$ cat config.mk
export PLATFORM = sky130hd
export DESIGN_NAME = mips_mem_responder
export DESIGN_NICKNAME = d
export VERILOG_FILES = /design/src/rtl/mips_mem_responder.sv
export SDC_FILE = /design/constraint.sdc
export NUM_CORES = 2
export LEC_CHECK = 0
export BUFFER_PORTS_ARGS = -buffer_cell sky130_fd_sc_hd__buf_2
export CAP_MARGIN = 20
export CORE_MARGIN = 2
export CORE_UTILIZATION = 60
export DETAILED_ROUTE_END_ITERATION = 10
export PLACE_DENSITY = 0.84
export SYNTH_ARGS = -nofsm -noshare
export SYNTH_HDL_FRONTEND = slang
export SYNTH_SLANG_ARGS = --single-unit
$ cat constraint.sdc
create_clock -name clk -period 6.9 [get_ports clk]
set_input_delay 1.38 -clock clk [delete_from_list [all_inputs] [get_ports clk]]
set_output_delay 1.38 -clock clk [all_outputs]
set_load 0.01 [all_outputs]
$ cat src/rtl/mips_mem_responder.sv
// Memory-side responder for the multicycle MIPS core.
// Holds a byte-addressed RAM, fills it from a valid/ready loader stream
// while the core is held in reset, then serves the core's reads and writes.
module mips_mem_responder #(
    parameter int WIDTH    = 8,
    parameter int ADDRBITS = 8
) (
    input  logic                clk,
    input  logic                rst,
    input  logic                memread,
    input  logic                memwrite,
    input  logic [WIDTH-1:0]    adr,
    input  logic [WIDTH-1:0]    writedata,
    output logic [WIDTH-1:0]    memdata,
    input  logic                load_valid,
    input  logic [WIDTH-1:0]    load_data,
    input  logic                load_last,
    output logic                load_ready,
    output logic                cpu_rst,
    output logic [ADDRBITS-1:0] load_count
);

    typedef enum logic {
        LOAD = 1'b0,
        RUN  = 1'b1
    } state_t;

    state_t              r_state;
    logic [ADDRBITS-1:0] r_loadCount;
    logic [WIDTH-1:0]    r_memdata;
    logic [WIDTH-1:0]    r_mem [0:(2**ADDRBITS)-1];

    logic [ADDRBITS-1:0] w_runAddr;
    logic                w_loadXfer;
    logic                w_full;
    logic                w_memWe;
    logic [ADDRBITS-1:0] w_memAddr;
    logic [WIDTH-1:0]    w_memWdata;
    logic                w_unusedAdr;

    // Only the low address bits select a RAM byte; upper bits alias.
    assign w_runAddr   = adr[ADDRBITS-1:0];
    assign w_unusedAdr = ^adr;

    assign w_loadXfer  = (r_state == LOAD) && load_valid;
    assign w_full      = (r_loadCount == {ADDRBITS{1'b1}});

    // Steer the single RAM write port: loader owns it in LOAD, core in RUN.
    always_comb begin
        w_memWe    = 1'b0;
        w_memAddr  = r_loadCount;
        w_memWdata = load_data;
        if (!rst) begin
            if (w_loadXfer) begin
                w_memWe    = 1'b1;
                w_memAddr  = r_loadCount;
                w_memWdata = load_data;
            end else if ((r_state == RUN) && memwrite) begin
                w_memWe    = 1'b1;
                w_memAddr  = w_runAddr;
                w_memWdata = writedata;
            end
        end
    end

    // Load/run state machine and loader write pointer.
    always_ff @(posedge clk) begin
        if (rst) begin
            r_state     <= LOAD;
            r_loadCount <= '0;
        end else begin
            case (r_state)
                LOAD: begin
                    if (w_loadXfer) begin
                        r_loadCount <= r_loadCount + ADDRBITS'(1);
                        if (load_last || w_full) begin
                            r_state <= RUN;
                        end
                    end
                end
                RUN: begin
                    r_state <= RUN;
                end
                default: begin
                    r_state <= LOAD;
                end
            endcase
        end
    end

    // Registered read port; nonblocking read gives read-before-write ordering.
    always_ff @(posedge clk) begin
        if (rst) begin
            r_memdata <= '0;
        end else if ((r_state == RUN) && memread) begin
            r_memdata <= r_mem[w_runAddr];
        end
    end

    // RAM storage is deliberately not cleared by reset so a reload keeps old bytes.
    always_ff @(posedge clk) begin
        if (w_memWe) begin
            r_mem[w_memAddr] <= w_memWdata;
        end
    end

    assign memdata    = r_memdata;
    assign load_count = r_loadCount;
    assign cpu_rst    = (r_state == LOAD);
    assign load_ready = (r_state == LOAD);

endmodule
==> results.yml <==
synth:
  synth_most_common_cell: "edfxtp_1"
  ys_top_cells_by_count: "edfxtp_1 (2048), mux4_2 (382), nor2_1 (306)"
  synth_edf_count: 2048
  synthesis.area_mm2: 0.0807
  syn_avg_cell_area_um2: 20.4
  synth_flop_cell: "edfxtp_1"
  ys_seq_area_share_pct: 76.6
  synth.area.top_cells: "edfxtp_1 (76%), mux4_2 (11%), mux2i_1 (3.1%), nor2_1 (1.4%), a22oi_1 (1.2%)"
  synthCells: 3960
  synth_top_area_share_pct: 76.2
  synth_compound_area_share_pct: 3.54
  ys_ff_latch: 2065
  synth-xor-area-share_pct: 0.0760
  synth_cell_types: 59
  synthSimpleGateAreaFrac_pct: 3.26
  synthArstFlopShare_pct: 0
  ys_warn_count: 0
  synth_area_leader_cell: "edfxtp_1"
  synthAdderAreaFrac_pct: 0.0155
  synth_nets: 3991
  synth_top_family_by_area: "multiplexers"
  synth.mux.area_fraction_pct: 14.5
floorplan:
  die_h_um: 371
  fp-row-count: 134
  io_pins: 48
  core-area_mm2: 0.133
  dieArea_mm2: 0.137
  die_w_um: 371
  initial_core_util_pct: 60.5
timing:
  maxSlewViolCount: 0
  fmax_ghz: 0.224
  whs_ns: 0.481
  tightest_slew_ns: 1.18
  rsz0062_at_grt: "false"
  relSlewSlack_pct: 20.2
  finalCritPeriodShare_pct: 64.6
  skew_ns: 0.0526
  setup_tns_ns: 0
  hold_viol: 0
  setup_ws_ns: 2.44
  period_needed_ns: 4.46
  finalSetupViolCount: 0
drt:
  drtIter0Drc: 8053
  vias: 43800
  postRouteWirelength_um: 218000
  first_pass_iters: 9
  drc_errors: 0
  viasPerCell: 7.32
  ant_nets: 0
  avgRoutedWirePerCell_um: 36.4
worst_setup_path:
  crit_fanout: 20
  path_class: "input pin to register"
  path_buf_inv: 2
  slowest_delay_ns: 0.88
  crit_path_start_kind: "input pin"
  crit_arrival_ns: 4.92
  cp.depth: 8
  crit_family: "simple AND/OR/NAND/NOR gates"
  reg2regPathDepth: 7
  cp_data_required_time_ns: 7.36
  cpMostUsedCell: "nand3_1"
  cp_cell_sequence: "buf_2, nand2_1, nor2_2, nand3_1, o21ai_2, nand3_1, buf_4, nor2_1"
  crit_slowest_cell: "nor2_2"
  end_kind: "register"
grt:
  grt.total_usage_pct: 32.0
  grt_max_degree: 166
  grt_overflow: 0
  grt_pass1_vias: 43100
  grt_pass1_wl_um: 312000
  antenna_found_initial: 11
cts:
  cts_resized: 0
  cts_buffers: 191
  clock_latency_ns: 0.86
  clockRootBuffer: "clkbuf_16"
  cts_tree: "done"
  ctsHoldBuffers: 0
  clkSinkCount: 2065
  clockBufferDepth: 3
  cts_setup_buffers: 0
  path_clk_slew_ns: 0.06
  h-tree-depth: 4
layout:
  syn_to_final_growth_pct: 10.1
  final_nets: 4082
  layout-drive-gt1-share_pct: 20.3
  utilization_pct: 66.6
  fillers: 7811
pwr:
  p_leak_nw: 27.8
  pwr_density_cell_mw_per_mm2: 289
  vdd_drop_max_v: 0.000294
place:
  place.gp.congestion: 0.991
  dp_slack_ns: 1.89
  port_buffers: 47
  hpwl_um: 123000
min_path:
  min_path_cells: 2
  hp-class: "register to register"
run_status:
  status: "finished, final reports clean"
flow_run:
  maxCapViolations: 0
-- cell type report --
class	count	area (µm²)	area share [%]
Antenna cell	3	7.51	0.00845
Clock inverter	106	1030	1.16
Sequential cell	2065	61800	69.6
Timing Repair Buffer	138	1220	1.37
Multi-Input combinational cell	1651	17400	19.6
Inverter	4	15.0	0.0169
Tap cell	1768	2210	2.49
Clock buffer	250	5120	5.77
-- tightest hold or removal path: cells and delay by family (launching register included) --
| family | cells | cell delay, ns |
|---|---|---|
| AND/OR/NAND/NOR | 1 | 0.05 |
| AO/OA/AOI/OAI | 1 | 0.07 |
| flip-flops | 1 | 0.33 |
-- path summary, 6_finish.rpt --
path | start | to | slack (ns)
max | memwrite | r_mem[15][5] | 2.44
min reg2reg | memdata[2] | memdata[2] | 0.48
min | memdata[2] | memdata[2] | 0.48
max reg2reg | r_state | r_mem[15][5] | 2.45
-- where the power goes --
part	internal, mW	switching (mW)
Sequential	13.9	0.0111
Clock	5.80	4.75
Combinational	0.388	0.870
-- state kept, by name, summed over array words and instances (netlist names) --
signal      count
load_count      8
r_state         1
memdata         8
r_mem        2048
-- logic make-up (layout without fill, tap and decap cells) --
| kind of cell | after synthesis | count (layout) |
|---|---|---|
| AOI/OAI and AO/OA | 387 | 387 |
| and+or+nand+nor | 582 | 582 |
| other | 0 | 3 |
| muxes | 674 | 674 |
| xor gates and xnor gates | 7 | 7 |
| adders and majority gates | 1 | 1 |
| DFF | 2065 | 2065 |
| buffers and inverters | 244 | 498 |
-- stage by stage --
step	cell area [µm²]	power, mW	instances
6_report	88900	25.7	5985
5_1_grt	88900	26.1	5982
4_1_cts	88800	25.6	5977
3_5_place_dp	82600	15.3	5621
3_3_place_gp	82600	15.3	5617
2_1_floorplan	80700	15.0	3960
-- layer usage --
metal	track usage [%]	part of all wire (%)	vias up	routed length, µm
met5	0.0699	0.044	-	96
met4	16.8	6.4	14	13900
met3	10.1	14	801	31000
met2	48.7	46	4103	101000
met1	41.9	33	22200	71700
li1	-	-	16600	-
-- layout by cell type, fill, tap and decap left out, types with 33 or more instances in the layout --
master     count
o22ai_1       40
a22oi_1      132
mux4_2       382
o221ai_1      86
a21oi_1       42
clkbuf_16    194
buf_2         44
edfxtp_1    2048
nand2_1      100
clkinv_1      36
nor2_1       304
clkinv_2      34
clkbuf_1      50
mux2_2        33
buf_4         65
nand3_1       62
mux2i_1      250
Note: power is estimated with default switching activity, not from simulation.
